==> config.mk <==
export PLATFORM = sky130hd
export DESIGN_NAME = nrisc_ula_seq
export DESIGN_NICKNAME = d
export VERILOG_FILES = /design/src/rtl/nrisc_ula_seq.sv
export SDC_FILE = /design/constraint.sdc
export NUM_CORES = 1
export LEC_CHECK = 0
export CAP_MARGIN = 20
export CORE_ASPECT_RATIO = 0.8
export CORE_MARGIN = 2
export CORE_UTILIZATION = 45
export CTS_CLUSTER_DIAMETER = 30
export DETAILED_ROUTE_END_ITERATION = 8
export PLACE_DENSITY = 0.66
export RECOVER_POWER = 100
export SYNTH_ARGS = -nofsm -noshare
export SYNTH_HDL_FRONTEND = slang
export SYNTH_SLANG_ARGS = --single-unit
==> constraint.sdc <==
create_clock -name clk -period 3.7 [get_ports clk]
set_input_delay 0.37 -clock clk [delete_from_list [all_inputs] [get_ports clk]]
set_output_delay 0.37 -clock clk [all_outputs]
set_load 0.01 [all_outputs]
==> src/rtl/nrisc_ula_seq.sv <==
// nrisc_ula_seq -- sequential ALU for the NRISC datapath.
//
// Accepts an operation on a start/busy handshake, latches the operands and
// opcode, and produces a registered result and flags with a one-cycle done
// pulse. Single-cycle operations finish one edge after acceptance. Multiply
// and the shift/rotate-by-N family iterate one step per clock.
//
// Ports
//   clk        clock, rising edge
//   rst        asynchronous reset, active low
//   ULA_A      operand A
//   ULA_B      operand B (shift amount n = B[SW-1:0] for N-shifts)
//   ULA_ctrl   operation select
//   ULA_start  request, accepted when ULA_busy is low
//   ULA_busy   multi-cycle operation in flight
//   ULA_done   one-cycle pulse when ULA_OUT/ULA_flags update
//   ULA_OUT    registered result, held until the next completion
//   ULA_flags  registered {minus, zero, carry}
module nrisc_ula_seq #(
  parameter int TAM = 16,
  parameter int SW  = $clog2(TAM)
) (
  input  logic           clk,
  input  logic           rst,
  input  logic [TAM-1:0] ULA_A,
  input  logic [TAM-1:0] ULA_B,
  input  logic [3:0]     ULA_ctrl,
  input  logic           ULA_start,
  output logic           ULA_busy,
  output logic           ULA_done,
  output logic [TAM-1:0] ULA_OUT,
  output logic [2:0]     ULA_flags
);

  localparam logic [3:0] OP_ADD  = 4'b0000;
  localparam logic [3:0] OP_SUB  = 4'b0001;
  localparam logic [3:0] OP_AND  = 4'b0010;
  localparam logic [3:0] OP_OR   = 4'b0011;
  localparam logic [3:0] OP_XOR  = 4'b0100;
  localparam logic [3:0] OP_SHR1 = 4'b0101;
  localparam logic [3:0] OP_SHL1 = 4'b0110;
  localparam logic [3:0] OP_NOT  = 4'b0111;
  localparam logic [3:0] OP_MUL  = 4'b1000;
  localparam logic [3:0] OP_RORN = 4'b1001;
  localparam logic [3:0] OP_ROLN = 4'b1010;
  localparam logic [3:0] OP_ASRN = 4'b1011;
  localparam logic [3:0] OP_CMP  = 4'b1100;
  localparam logic [3:0] OP_SHRN = 4'b1101;
  localparam logic [3:0] OP_SHLN = 4'b1110;
  localparam logic [3:0] OP_RSV  = 4'b1111;

  // IDLE: waiting. RUN: iterating. DONE: final step + result write; DONE can
  // also accept a new request when the finishing operation was single-cycle.
  typedef enum logic [1:0] {S_IDLE, S_RUN, S_DONE} state_t;

  state_t state_reg, state_next;

  logic [TAM-1:0]   a_reg, b_reg;
  logic [3:0]       ctrl_reg;
  logic             multi_reg;     // current op has latency > 1
  logic [SW-1:0]    cnt_reg;       // remaining RUN steps
  logic [2*TAM-1:0] prod_reg;      // {partial high, multiplier/low product}
  logic [TAM-1:0]   sh_reg;        // shift/rotate working value
  logic [TAM-1:0]   out_reg;
  logic [2:0]       flags_reg;
  logic             done_reg;

  function automatic logic is_nshift(input logic [3:0] op);
    case (op)
      OP_RORN, OP_ROLN, OP_ASRN, OP_SHRN, OP_SHLN: is_nshift = 1'b1;
      default:                                     is_nshift = 1'b0;
    endcase
  endfunction

  // ---------------------------------------------------------------------------
  // Request decode
  // ---------------------------------------------------------------------------
  logic [SW-1:0] in_n;
  logic          in_single;
  logic [SW-1:0] in_cnt;
  logic          accept;
  logic          step_en;
  logic          fin_en;

  always_comb begin
    in_n      = ULA_B[SW-1:0];
    in_single = 1'b1;
    in_cnt    = '0;
    if (ULA_ctrl == OP_MUL) begin
      in_single = 1'b0;
      in_cnt    = SW'(TAM - 1);
    end else if (is_nshift(ULA_ctrl) && (in_n > SW'(1))) begin
      in_single = 1'b0;
      in_cnt    = in_n - SW'(1);
    end
  end

  assign accept = ULA_start && !ULA_busy;

  // ---------------------------------------------------------------------------
  // FSM: state register
  // ---------------------------------------------------------------------------
  always_ff @(posedge clk or negedge rst) begin
    if (!rst) state_reg <= S_IDLE;
    else      state_reg <= state_next;
  end

  // FSM: next state
  always_comb begin
    state_next = state_reg;
    case (state_reg)
      S_IDLE, S_DONE: begin
        if (accept) state_next = in_single ? S_DONE : S_RUN;
        else        state_next = S_IDLE;
      end
      S_RUN: begin
        // The last step is performed in DONE, so RUN ends one step early.
        if (cnt_reg == SW'(1)) state_next = S_DONE;
      end
      default: state_next = S_IDLE;
    endcase
  end

  // FSM: outputs
  always_comb begin
    ULA_busy = 1'b0;
    step_en  = 1'b0;
    fin_en   = 1'b0;
    case (state_reg)
      S_RUN: begin
        ULA_busy = 1'b1;
        step_en  = 1'b1;
      end
      S_DONE: begin
        ULA_busy = multi_reg;
        fin_en   = 1'b1;
      end
      default: ;
    endcase
  end

  // ---------------------------------------------------------------------------
  // Iteration step (shared by RUN and the final step in DONE)
  // ---------------------------------------------------------------------------
  logic [TAM:0]     hi_sum;
  logic [2*TAM-1:0] prod_step;
  logic [TAM-1:0]   sh_step;
  logic             sh_out;

  // Right-shifting shift-add multiplier: add A into the high half when the
  // current multiplier bit is 1, then shift the whole product right.
  always_comb begin
    hi_sum    = {1'b0, prod_reg[2*TAM-1:TAM]} + (prod_reg[0] ? {1'b0, a_reg} : '0);
    prod_step = {hi_sum, prod_reg[TAM-1:1]};
  end

  always_comb begin
    sh_step = sh_reg;
    sh_out  = 1'b0;
    case (ctrl_reg)
      OP_RORN: begin
        sh_step = {sh_reg[0], sh_reg[TAM-1:1]};
        sh_out  = sh_reg[0];
      end
      OP_ROLN: begin
        sh_step = {sh_reg[TAM-2:0], sh_reg[TAM-1]};
        sh_out  = sh_reg[TAM-1];
      end
      OP_ASRN: begin
        sh_step = {sh_reg[TAM-1], sh_reg[TAM-1:1]};
        sh_out  = sh_reg[0];
      end
      OP_SHRN: begin
        sh_step = {1'b0, sh_reg[TAM-1:1]};
        sh_out  = sh_reg[0];
      end
      OP_SHLN: begin
        sh_step = {sh_reg[TAM-2:0], 1'b0};
        sh_out  = sh_reg[TAM-1];
      end
      default: ;
    endcase
  end

  // ---------------------------------------------------------------------------
  // Final result and flags
  // ---------------------------------------------------------------------------
  logic [TAM:0]   wide;
  logic [TAM-1:0] fin_res;
  logic           fin_carry;
  logic           fin_wr_out;
  logic [2:0]     fin_flags;
  logic           n_zero;

  always_comb begin
    wide       = '0;
    fin_res    = '0;
    fin_carry  = 1'b0;
    fin_wr_out = 1'b1;
    n_zero     = (b_reg[SW-1:0] == '0);
    case (ctrl_reg)
      OP_ADD: begin
        wide      = {1'b0, a_reg} + {1'b0, b_reg};
        fin_res   = wide[TAM-1:0];
        fin_carry = wide[TAM];
      end
      OP_SUB, OP_CMP: begin
        // Bit TAM of the (TAM+1)-bit difference is the borrow (A < B).
        wide       = {1'b0, a_reg} - {1'b0, b_reg};
        fin_res    = wide[TAM-1:0];
        fin_carry  = wide[TAM];
        fin_wr_out = (ctrl_reg != OP_CMP);
      end
      OP_AND:  fin_res = a_reg & b_reg;
      OP_OR:   fin_res = a_reg | b_reg;
      OP_XOR:  fin_res = a_reg ^ b_reg;
      OP_NOT:  fin_res = ~a_reg;
      OP_SHR1: begin
        fin_res   = {1'b0, a_reg[TAM-1:1]};
        fin_carry = a_reg[0];
      end
      OP_SHL1: begin
        fin_res   = {a_reg[TAM-2:0], 1'b0};
        fin_carry = a_reg[TAM-1];
      end
      OP_MUL: begin
        fin_res   = prod_step[TAM-1:0];
        fin_carry = |prod_step[2*TAM-1:TAM];
      end
      OP_RORN, OP_ROLN, OP_ASRN, OP_SHRN, OP_SHLN: begin
        fin_res   = n_zero ? sh_reg : sh_step;
        fin_carry = n_zero ? 1'b0 : sh_out;
      end
      default: ;  // reserved: result 0, flags forced below
    endcase
    if (ctrl_reg == OP_RSV) fin_flags = 3'b000;
    else                    fin_flags = {fin_res[TAM-1], (fin_res == '0), fin_carry};
  end

  // ---------------------------------------------------------------------------
  // Datapath registers
  // ---------------------------------------------------------------------------
  always_ff @(posedge clk or negedge rst) begin
    if (!rst) begin
      a_reg     <= '0;
      b_reg     <= '0;
      ctrl_reg  <= '0;
      multi_reg <= 1'b0;
      cnt_reg   <= '0;
      prod_reg  <= '0;
      sh_reg    <= '0;
      out_reg   <= '0;
      flags_reg <= '0;
      done_reg  <= 1'b0;
    end else begin
      done_reg <= fin_en;
      if (fin_en) begin
        if (fin_wr_out) out_reg <= fin_res;
        flags_reg <= fin_flags;
      end
      if (step_en) begin
        prod_reg <= prod_step;
        sh_reg   <= sh_step;
        cnt_reg  <= cnt_reg - SW'(1);
      end
      // accept never coincides with step_en (RUN holds busy high)
      if (accept) begin
        a_reg     <= ULA_A;
        b_reg     <= ULA_B;
        ctrl_reg  <= ULA_ctrl;
        multi_reg <= !in_single;
        cnt_reg   <= in_cnt;
        prod_reg  <= {{TAM{1'b0}}, ULA_B};
        sh_reg    <= ULA_A;
      end
    end
  end

  assign ULA_OUT   = out_reg;
  assign ULA_flags = flags_reg;
  assign ULA_done  = done_reg;

endmodule
# ---- After elaboration in Yosys (flattened, before gate mapping)
# Index checks and enable logic that the tools add are counted.
dict set report op_classes {
  n_addsub 5
  magnitude_cmp 1
  n_eq_ne 26
  n_mux 28
  n_bitwise 4
  reduce_logical 17
}
# cell n
set ops {}
lappend ops {{case mux 16 bit (10 select lines)} 1}
lappend ops {{case mux 16 bit (5 select lines)} 1}
lappend ops {{2-to-1 mux 16 bit} 4}
lappend ops {{2-to-1 mux 32 bit} 2}
lappend ops {{== test 4 bit (second input constant)} 14}
lappend ops {{adder 16 x 16 -> 17 bit} 2}
lappend ops {{subtractor 16 x 16 -> 17 bit} 1}
lappend ops {{AND 16 bit} 1}
lappend ops {{== test 4 x 3 -> 1 bit (second input constant)} 4}
lappend ops {{logical NOT 16 bit} 1}
lappend ops {{2-to-1 mux 4 bit} 4}
lappend ops {{NOT 16 bit} 1}
lappend ops {{OR 16 bit} 1}
lappend ops {{OR reduction 16 bit} 1}
lappend ops {{bitwise XOR 16 bit} 1}
lappend ops {{OR reduction 5 bit} 2}
lappend ops {{== test 4 x 1 -> 1 bit (second input constant)} 2}
lappend ops {{== test 4 x 2 -> 1 bit (second input constant)} 2}
lappend ops {{logical NOT 4 bit} 2}
lappend ops {{2-to-1 mux 1 bit} 8}
lappend ops {{subtractor 4 x 1 -> 4 bit (second input constant)} 2}
lappend ops {{2-to-1 mux 2 bit} 3}
lappend ops {{case mux 1 bit (6 select lines)} 1}
lappend ops {{OR reduction 2 bit} 3}
lappend ops {{14 further kinds} 17}
dict set report word_totals {
  register_bits 111
  out_inout_bits 21
}

# ---- Longest topological paths before layout
# Gate-level depths: netlist (run 1).
dict set report depth {
  depth_word 10
  depth_mapped 13
  ltp_nobuf 13
}

# ---- Worst setup path after synthesis (run 1)
# No wires, ideal clock.
dict set report synth_path {
  path_kind {reg2reg}
  from {reg prod_reg[0]}
  to {reg flags_reg[0], in the netlist ULA_flags[0]}
  setup_time_ns 0.122
  arrival_ns 2.832
  t_required_ns 3.578
  path_slack_ns 0.746
  path_stages_with_launch 13
  cell_sequence {dfrtp_1 > clkbuf_1 > nand2_1 > fa_1 > nor2b_1 > o21ai_0 > a21boi_1 > nor2_1 > xnor2_1 > or4b_2 > nor4_1 > and4b_1 > nor3_1}
}
dict set report synth_between {
  elab_chain_cells 5
}
# item line
set synth_lines {}
lappend synth_lines {{start: declaration} 62} ;# logic [2*TAM-1:0] prod_reg;
lappend synth_lines {{start signal: assignment} 262} ;# prod_reg <= prod_step;
lappend synth_lines {{start signal: assignment} 273} ;# prod_reg <= {{TAM{1'b0}}, ULA_B};
lappend synth_lines {{2-to-1 mux 16 bit} 153} ;# hi_sum = {1'b0, prod_reg[2*TAM-1:TAM]} + (prod_reg[0] ? {1'b0, a_reg} : '0);
lappend synth_lines {{adder 16 x 16 -> 17 bit} 153}
lappend synth_lines {{OR reduction 16 bit} 228} ;# fin_carry = |prod_step[2*TAM-1:TAM];
lappend synth_lines {{case mux 1 bit (6 select lines)} 201} ;# case (ctrl_reg)
lappend synth_lines {{2-to-1 mux 3 bit} 236} ;# if (ctrl_reg == OP_RSV) fin_flags = 3'b000;
lappend synth_lines {{end signal: assignment} 259} ;# flags_reg <= fin_flags;
lappend synth_lines {{end: declaration} 65} ;# logic [2:0] flags_reg;
# Every way passes these cells.
# A chain may end at the register's enable or synchronous reset.

# ---- Worst setup path after layout (run 1)
dict set report layout_path {
  from {reg ctrl_reg[0]}
  to {reg flags_reg[1], in the netlist ULA_flags[1]}
}
dict set report layout_between {
  elab_chain_cells 6
  word_cells_on_any_way 23
  classes_between {eq/ne: 15; mux: 4; reduce/logical: 4}
}
# item line
set layout_lines {}
lappend layout_lines {{start: declaration} 59} ;# logic [3:0] ctrl_reg;
lappend layout_lines {{start signal: assignment} 270} ;# ctrl_reg <= ULA_ctrl;
lappend layout_lines {{== test 4 bit} {160, 201}}
lappend layout_lines {{case mux 16 bit (5 select lines)} 160} ;# case (ctrl_reg)
lappend layout_lines {{2-to-1 mux 16 bit} 231} ;# fin_res = n_zero ? sh_reg : sh_step;
lappend layout_lines {{case mux 16 bit (10 select lines)} 201}
lappend layout_lines {{logical NOT 16 bit} 237} ;# else fin_flags = {fin_res[TAM-1], (fin_res == '0), fin_carry};
lappend layout_lines {{2-to-1 mux 3 bit *} 236}
# Mark *: on every way between the ends. The rest lies on a longest branch, timed or not.

==> impl_metrics.json, run 1 <==
{
  "grt_pass1_vias": 8224,
  "setup_violations": 0,
  "yosys_warnings": 0,
  "hp-class": "reg2reg",
  "die_h_um": 131,
  "area_growth_pct": 13.8,
  "gp_congestion": 1.01,
  "core.rowCount": 46,
  "overflow": 0,
  "cpMostUsedCell": "nand4_1",
  "crit_family": "simple AND/OR/NAND/NOR gates",
  "cts_buffer_depth": 2,
  "hold_ws_ns": 0.479,
  "cts_tree": "yes",
  "hold_depth": 2,
  "via_count": 8818,
  "clock-root-buffer": "clkbuf_16",
  "finalInstanceArea_um2": 10300,
  "fp.dieW_um": 162,
  "antenna_found_initial": 0,
  "critical_path.endpoint_type": "flip-flop",
  "hold_buffers": 0,
  "viasPerCell": 6.37,
  "arrival_ns": 3.76,
  "wl_per_cell_um": 22.8,
  "synthFlopType": "dfrtp_1",
  "ir_drop_v": 0.000272,
  "wirelength_mm": 31.6,
  "status": "finished with violations",
  "coreArea_um2": 19700,
  "leakagePower_nw": 4.46,
  "r2r_end": "ULA_flags[1]",
  "cp_slowest_cell": "nor4_2",
  "setup_tns_ns": 0,
  "clock_sinks": 111,
  "syn_inst": 1066,
  "dieArea_um2": 21200,
  "drc": 0,
  "grt_pass1_wl_mm": 48.7,
  "synthArstFlopShare_pct": 100,
  "max_freq_mhz": 287,
  "syn_avg_cell_area_um2": 8.47,
  "reg2reg_slack_ns": 0.21,
  "cp_cell_sequence": "buf_4 > clkbuf_2 > nor4_2 > a221oi_1 > nand4_1 > nor2_1 > o41ai_1 > a2111oi_2 > nand4_1 > o21ai_1",
  "syn_nets": 1180,
  "drive_above_1_share_pct": 7.76,
  "yosys_register_bits": 111,
  "yosys-top-cells-area": "dfrtp_1, ha_1, o21ai_0",
  "io-pin-count": 60,
  "layout.nets": 1230,
  "io_buffer_count": 59,
  "dpl_cell_area_um2": 10000,
  "max_slew.worst_pin.slew_ns": 3.19,
  "cts_buffers": 9,
  "dr.pass1.iters": 6,
  "synth_top_area_share_pct": 30.8,
  "post-route-period-util_pct": 94.2,
  "start_util_pct": 45.7,
  "syn_area_um2": 9030,
  "worstPathMaxFanout": 15,
  "drv_slew": 109,
  "synth_top_area_cell": "dfrtp_1",
  "synth.distinct_cells": 86,
  "r2r-start": "ctrl_reg[0]",
  "clkTransAtPathRegs_ns": 0.09,
  "hold_path.startpoint": "ULA_OUT[12]",
  "fill_cells": 1892,
  "grt_usage_pct": 30.3,
  "yosysSeqAreaShare_pct": 30.8,
  "largest_reg_flops": 32,
  "p_per_area_nw_per_um2": 588,
  "crit_buf_inv": 2,
  "grt_setup_unrepaired": "false",
  "insertion_delay_ns": 0.38,
  "total_power_w": 0.00605,
  "cap_violations": 2,
  "initialDrtViolationCount": 1259,
  "dp_hpwl_mm": 24.2,
  "synth_edf_count": 0,
  "fin_skew_ns": 0.0114,
  "startpoint_type": "flip-flop",
  "min_period_ns": 3.49,
  "finalHoldViolCount": 0,
  "grt_max_degree": 56,
  "final_cell_mix": "o21ai_0, dfrtp_1, nand2_1",
  "h-tree-depth": 3,
  "critical_path_class": "reg2reg",
  "min_to": "ULA_OUT[12]",
  "layout_commonest_cell": "o21ai_0",
  "num_antenna_cells": 0,
  "worstPathRequired_ns": 3.97,
  "max_stage_delay_ns": 1.03,
  "ant_nets": 0,
  "r2r_cells": 10,
  "slew_headroom_pct": -113,
  "violations": "capacitance limit, slew limit"
}
-- final cells by class --
type	count	area [µm²]	share of cell area (%)
timing repair buffer	103	925	8.99
clock buffer	9	225	2.19
tap	264	330	3.21
clock inverter	7	63.8	0.621
inverter	67	251	2.45
multi-input combinational	824	5710	55.5
sequential	111	2780	27.0
-- worst register-to-register path, delay by kind of cell (launching register included) --
family	cells	cell delay, ns
compound gates	4	0.95
flops	1	0.52
simple gates	4	1.39
buf+inv	2	0.54
-- through the flow --
step                      std cells  worst slack, ns  utilization, %
after floorplan                1066            0.746               -
after global placement         1369            0.359            50.8
after detailed placement       1369            0.338            50.8
after CTS                      1385            0.298            52.3
after global routing           1385           0.0363            52.1
final                          1385            0.214            52.1
-- where the power goes --
part / internal [W] / switching [W] / total, W
Combinational: 0.00131 / 0.00192 / 0.00322
Clock: 0.000474 / 0.000538 / 0.00101
Sequential: 0.00149 / 0.000321 / 0.00181
-- cells in the mapped netlist (10+ instances only) --
cell type	number
o21ai_0	114
dfrtp_1	111
nand2_1	109
ha_1	72
inv_1	67
nor2_1	67
a21oi_1	49
mux2i_1	39
clkbuf_1	38
a22oi_1	28
nor3_1	27
and2_1	20
buf_2	19
nor2b_1	19
xnor2_1	17
a22o_1	15
nand3_1	14
a221oi_1	13
a21o_1	12
mux2_2	10
-- how the worst max path moves through the flow --
stage                      startpoint      endpoint  depth (start not counted)
after floorplan           prod_reg[0]  ULA_flags[0]                         12
after global placement       a_reg[3]  ULA_flags[1]                         12
after detailed placement     a_reg[5]  ULA_flags[0]                         10
after CTS                    a_reg[5]  ULA_flags[1]                         12
after global routing         a_reg[8]  ULA_flags[1]                         11
final                     ctrl_reg[0]  ULA_flags[1]                         10
-- repair_timing --
item                       4_1_cts  5_1_grt
gates resized for setup          0        1
buffers inserted                 0        0
setup endpoints to repair        0        1
-- layer usage --
metal  part of all wire (%)  up-vias  GRT usage (%)  wire length [µm]
li1                       -     4004              -                 -
met1                     45     4212           44.3             14300
met2                     41      512           43.3             12900
met3                    9.9       90           6.98              3130
met4                    3.8        0           11.7              1200
met5                      0        -              0                 0
-- cells by family (layout without fill, tap and decap cells) --
group	count (synthesis)	after routing	synth area share [%]
flip-flops	111	111	30.8
AO/OA/AOI/OAI	356	356	27.3
XOR/XNOR	22	22	2.13
AND/OR/NAND/NOR	321	321	17.5
buffers and inverters	131	186	5.93
multiplexers	50	50	5.82
adder cells (fa/ha/maj)	75	75	10.6
(Power assumes the default switching activity.)
==> inputs of run 2 (changes only) <==
Settings changed: DONT_BUFFER_PORTS set to 1, PLACE_DENSITY 0.66 to 0.63.
==> run 2 against run 1 <==
Against the previous run: the run still ends with capacitance limit, slew limit left; maximum frequency shrank 1.8%; sequential cell count did not move; sequential power increased by 4%; utilization fell by 2.7 points; clock power rose by 6%; final area decreased by 5.1%; clock-buffer cell count stayed put; combinational power decreased by 6.8%; non-clock buffer count down 59; routed wire length increased by 0.46%; critical path depth grew 2; largest cell class unchanged; largest power group unchanged.
==> impl_metrics.json, run 2 (synthesis results as in run 1) <==
{
  "initialDrtViolationCount": 1184,
  "arrival_ns": 3.85,
  "h-tree-depth": 3,
  "ir_drop_v": 0.000235,
  "final_cells": 1327,
  "hold_ws_ns": 0.0926,
  "fin_skew_ns": 0.0186,
  "max_freq_mhz": 282,
  "cp_cell_sequence": "inv_1 > ha_1 > and3_1 > a22o_1 > o41ai_1 > clkbuf_1 > nor3_1 > a2111oi_0 > o21ai_0 > nor3_2 > nand4_1 > o21ai_1",
  "die_h_um": 131,
  "grt_pass1_wl_mm": 48.8,
  "min_period_ns": 3.55,
  "wl_per_cell_um": 23.9,
  "slew_headroom_pct": -73.4,
  "largest_reg_flops": 32,
  "finalHoldViolCount": 0,
  "p_per_area_nw_per_um2": 612,
  "cp_slowest_cell": "dfrtp_1",
  "ant_nets": 0,
  "p_comb_share_pct": 50.3,
  "setup_tns_ns": 0,
  "worstPathRequired_ns": 4.00,
  "cts_buffers": 9,
  "startpoint_type": "flip-flop",
  "worstPathMaxFanout": 12,
  "insertion_delay_ns": 0.38,
  "critical_path.endpoint_type": "flip-flop",
  "clock-root-buffer": "clkbuf_16",
  "cts_buffer_depth": 2,
  "place_inst": 1308,
  "layout_commonest_cell": "o21ai_0",
  "grt_pass1_vias": 7989,
  "start_util_pct": 45.7,
  "switchingPower_w": 0.00283,
  "clockPowerShare_pct": 18.0,
  "drv_slew": 112,
  "cts_tree": "yes",
  "grt_max_degree": 112,
  "cap_violations": 1,
  "status": "finished with violations",
  "post-route-period-util_pct": 95.9,
  "area_growth_pct": 8.04,
  "clkTransAtPathRegs_ns": 0.09,
  "crit_buf_inv": 2,
  "internal_power_w": 0.00314,
  "critical_path_class": "reg2reg",
  "violations": "capacitance limit, slew limit",
  "wirelength_mm": 31.7,
  "max_slew.worst_pin.slew_ns": 2.60,
  "grt_usage_pct": 30.4,
  "leakagePower_nw": 4.23,
  "drive_above_1_share_pct": 8.29,
  "seq_power_share_pct": 31.7,
  "core.rowCount": 46,
  "antenna_found_initial": 1,
  "hp-class": "in2reg",
  "swShare_pct": 47.3,
  "drc": 0,
  "coreArea_um2": 19700,
  "dp_hpwl_mm": 23.9,
  "dr.pass1.iters": 6,
  "max_stage_delay_ns": 0.53,
  "via_count": 8658,
  "layout.nets": 1171,
  "setup_violations": 0,
  "viasPerCell": 6.52,
  "dieArea_um2": 21200,
  "grt_setup_unrepaired": "false",
  "fp.dieW_um": 162,
  "overflow": 0,
  "gp_congestion": 0.973,
  "clock_sinks": 111,
  "io_buffer_count": 0,
  "crit_family": "compound AO/OA/AOI/OAI gates",
  "final_cell_mix": "o21ai_0, dfrtp_1, nand2_1",
  "io-pin-count": 60
}
-- run 2: final timing paths --
check	startpoint	end	slack, ns	cells past startpoint
worst max-delay path	a_reg[5]	ULA_flags[1]	0.15	12
worst min-delay path	ULA_ctrl[3]	ctrl_reg[3]	0.09	2
worst max register to register	a_reg[5]	ULA_flags[1]	0.15	12
worst min register to register	multi_reg	multi_reg	0.49	2
max in group asynchronous	rst	prod_reg[27]	0.81	2
min in group asynchronous	rst	b_reg[1]	1.36	2
-- run 2: metrics by stage --
stage | worst slack [ns] | utilization, % | instance area [µm²] | power, W
3_5_place_dp | 0.268 | 47.8 | 9440 | 0.00480
5_1_grt | 0.0114 | 49.4 | 9750 | 0.00632
4_1_cts | 0.253 | 49.6 | 9800 | 0.00590
3_3_place_gp | 0.250 | 47.8 | 9440 | 0.00479
6_report | 0.151 | 49.4 | 9760 | 0.00597
2_1_floorplan | 0.746 | - | 9030 | 0.00382
-- run 2: layout make-up --
type	count	area, µm²
inverters	67	251
fillers	1909	9980
multi-input cells	824	5740
clock inverters	7	91.3
diodes	1	2.50
flip-flops and latches	111	2780
well taps	264	330
clock buffers	9	225
repair buffers	44	335
-- run 2: what timing repair did --
action,4_1_cts,5_1_grt
endpoints found under the hold margin,111,0
endpoints found under the setup margin,0,1
setup buffers,0,0
gates resized for setup,0,1
hold buffers,2,0
-- run 2: power groups by stage --
| stage | Combinational (W) | Clock [W] | Sequential (W) |
|---|---|---|---|
| after floorplan | 0.00206 | 0 | 0.00175 |
| after global placement | 0.00289 | 0 | 0.00190 |
| after detailed placement | 0.00289 | 0 | 0.00190 |
| after CTS | 0.00294 | 0.00109 | 0.00188 |
| after global routing | 0.00325 | 0.00114 | 0.00192 |
| final | 0.00300 | 0.00107 | 0.00189 |
-- run 2: per-layer routing --
metal,share of wire (%),up-vias,wire [µm],track usage [%]
met3,10,108,3210,7.04
met1,45,4120,14200,44.3
met2,42,545,13200,44.1
li1,-,3885,-,-
met5,0,-,0,0
met4,3.5,0,1130,10.6
==> inputs of run 3 (changes only) <==
Clock period 3.7 ns to 3.36 ns, I/O delays scaled along.
==> run 3 against run 2 <==
Against the previous run: the flow still finishes with violations (capacitance limit, slew limit); hold slack worse by 0.037 ns; combinational power increased by 18%; maximum frequency increased by 10%; clock power rose by 11%.
==> impl_metrics.json, run 3 (synthesis results as in run 1) <==
{
  "met2_usage_pct": 46.7,
  "violations": "capacitance limit, slew limit",
  "r2r_cells": 12,
  "wirelength_mm": 32.2,
  "top_usage_layer": "met2",
  "met3_usage_pct": 7.29,
  "seq_power_share_pct": 30.0,
  "swShare_pct": 46.7,
  "hold_path.startpoint": "ULA_ctrl[3]",
  "io_buffer_count": 0,
  "worstSetupStartpoint": "prod_reg[0]",
  "fill_cells": 1913,
  "max_freq_mhz": 310,
  "clockPowerShare_pct": 17.7,
  "hp-class": "in2reg",
  "antenna_found_initial": 0,
  "r2r_end": "ULA_flags[0]",
  "finalInstanceArea_um2": 10100,
  "worstPathMaxFanout": 16,
  "core.rowCount": 46,
  "finalHoldViolCount": 0,
  "internal_power_w": 0.00360,
  "hold_depth": 2,
  "layout.area.seq_um2": 2780,
  "fp.dieW_um": 162,
  "layout_commonest_cell": "o21ai_0",
  "num_antenna_cells": 0,
  "initialDrtViolationCount": 1103,
  "max_stage_delay_ns": 0.69,
  "wl_per_cell_um": 23.7,
  "max_slew.worst_pin.slew_ns": 1.57,
  "h-tree-depth": 3,
  "gp_congestion": 0.994,
  "viasPerCell": 6.35,
  "final_cell_mix": "o21ai_0, dfrtp_1, nand2_1",
  "cap_violations": 1,
  "coreArea_um2": 19700,
  "slew_headroom_pct": -4.65,
  "reg2reg_slack_ns": 0.14,
  "clkTransAtPathRegs_ns": 0.09,
  "startpoint_type": "flip-flop",
  "start_util_pct": 45.7,
  "drc": 0,
  "cp_cell_sequence": "buf_4 > and2_1 > ha_1 > nor2b_1 > o21ai_0 > a21boi_2 > nor2_1 > xnor2_1 > or4b_2 > nor4_2 > and4b_1 > nor3_1",
  "setup_tns_ns": 0,
  "fin_skew_ns": 0.0145,
  "crit_buf_inv": 1,
  "area_growth_pct": 11.4,
  "grtUsageMet1_pct": 44.5,
  "largest_reg_flops": 32,
  "drv_slew": 112,
  "leakagePower_nw": 4.40,
  "crit_family": "simple AND/OR/NAND/NOR gates",
  "multi_input_area_um2": 5800,
  "clock_sinks": 111,
  "clock-root-buffer": "clkbuf_16",
  "grt_pass1_vias": 8125,
  "min_period_ns": 3.22,
  "insertion_delay_ns": 0.38,
  "dp_hpwl_mm": 24.5,
  "grt_pass1_wl_mm": 49.7,
  "io-pin-count": 60,
  "dieArea_um2": 21200,
  "cts_buffers": 9,
  "critical_path_class": "reg2reg",
  "status": "finished with violations",
  "p_per_area_nw_per_um2": 671,
  "crit_path_end": "ULA_flags[0]",
  "grt_max_degree": 112,
  "r2r-start": "prod_reg[0]",
  "via_count": 8626,
  "layout.nets": 1204,
  "p_comb_share_pct": 52.3,
  "drive_above_1_share_pct": 12.0,
  "cp_slowest_cell": "or4b_2",
  "arrival_ns": 3.49,
  "worstPathRequired_ns": 3.63,
  "die_h_um": 131,
  "grt_usage_pct": 30.9,
  "setup_violations": 0,
  "dpl_cell_area_um2": 9670,
  "ant_nets": 0,
  "overflow": 0,
  "path_depth": 12,
  "cts_tree": "yes",
  "switchingPower_w": 0.00315,
  "cts_buffer_depth": 2,
  "critical_path.endpoint_type": "flip-flop",
  "dr.pass1.iters": 9,
  "ir_drop_v": 0.000369,
  "post-route-period-util_pct": 95.9,
  "grt_setup_unrepaired": "false"
}
[run 3: cell count changes in the layout (fill, tap and decap cells not counted), moves of 2 or more]
cell | previous run | this run
buf_4 | 34 | 67
a2111oi_0 | 6 | 3
a2111oi_1 | 1 | 4
nor4_2 | 0 | 3
dfrtp_1 | 111 | 109
dfrtp_2 | 0 | 2
ha_1 | 71 | 69
ha_2 | 1 | 3
nor4_1 | 6 | 4
[run 3: what timing repair did]
item                                   4_1_cts  5_1_grt
setup endpoints to repair                    0        2
hold buffers                                 2        0
endpoints found under the hold margin      111        0
resized for setup                            0       18
buffers inserted                             0        1
[run 3: power by group through the flow]
stage / registers (W) / logic [W] / clock network (W)
3_5_place_dp: 0.00204 / 0.00337 / 0
3_3_place_gp: 0.00203 / 0.00337 / 0
5_1_grt: 0.00207 / 0.00382 / 0.00125
2_1_floorplan: 0.00193 / 0.00227 / 0
4_1_cts: 0.00202 / 0.00341 / 0.00121
6_report: 0.00203 / 0.00353 / 0.00119
[run 3: cell type report]
| type | instances | share of cell area, % |
|---|---|---|
| Timing Repair Buffer | 77 | 5.82 |
| Clock inverter | 7 | 0.908 |
| Clock buffer | 9 | 2.24 |
| Tap cell | 264 | 3.28 |
| Sequential cell | 111 | 27.6 |
| Inverter | 67 | 2.50 |
| Multi-Input combinational cell | 824 | 57.6 |
[run 3: worst min-delay path by stage]
stage / to / slack [ns]
detailed placement: a_reg[2] / 0.05
global route: ctrl_reg[2] / 0.09
floorplan: ULA_OUT[0] / 0.04
finish: ctrl_reg[3] / 0.06
global placement: a_reg[2] / 0.05
CTS: ctrl_reg[3] / 0.06
[run 3: metal layers]
layer	share of wire [%]	wire length, µm
met5	0	0
met4	2.7	886
met3	9.8	3150
met2	42	13700
met1	45	14500
[run 3: through the flow]
stage	instances	total power (W)	hold WS, ns	worst slack [ns]	utilization [%]
floorplan	1066	0.00420	0.0404	0.406	-
global placement	1340	0.00541	0.0474	0.0459	49.0
detailed placement	1340	0.00540	0.0482	0.0795	49.0
CTS	1358	0.00664	0.0580	0.0359	50.8
global route	1359	0.00713	0.0868	0.00668	51.0
finish	1359	0.00675	0.0556	0.138	51.0
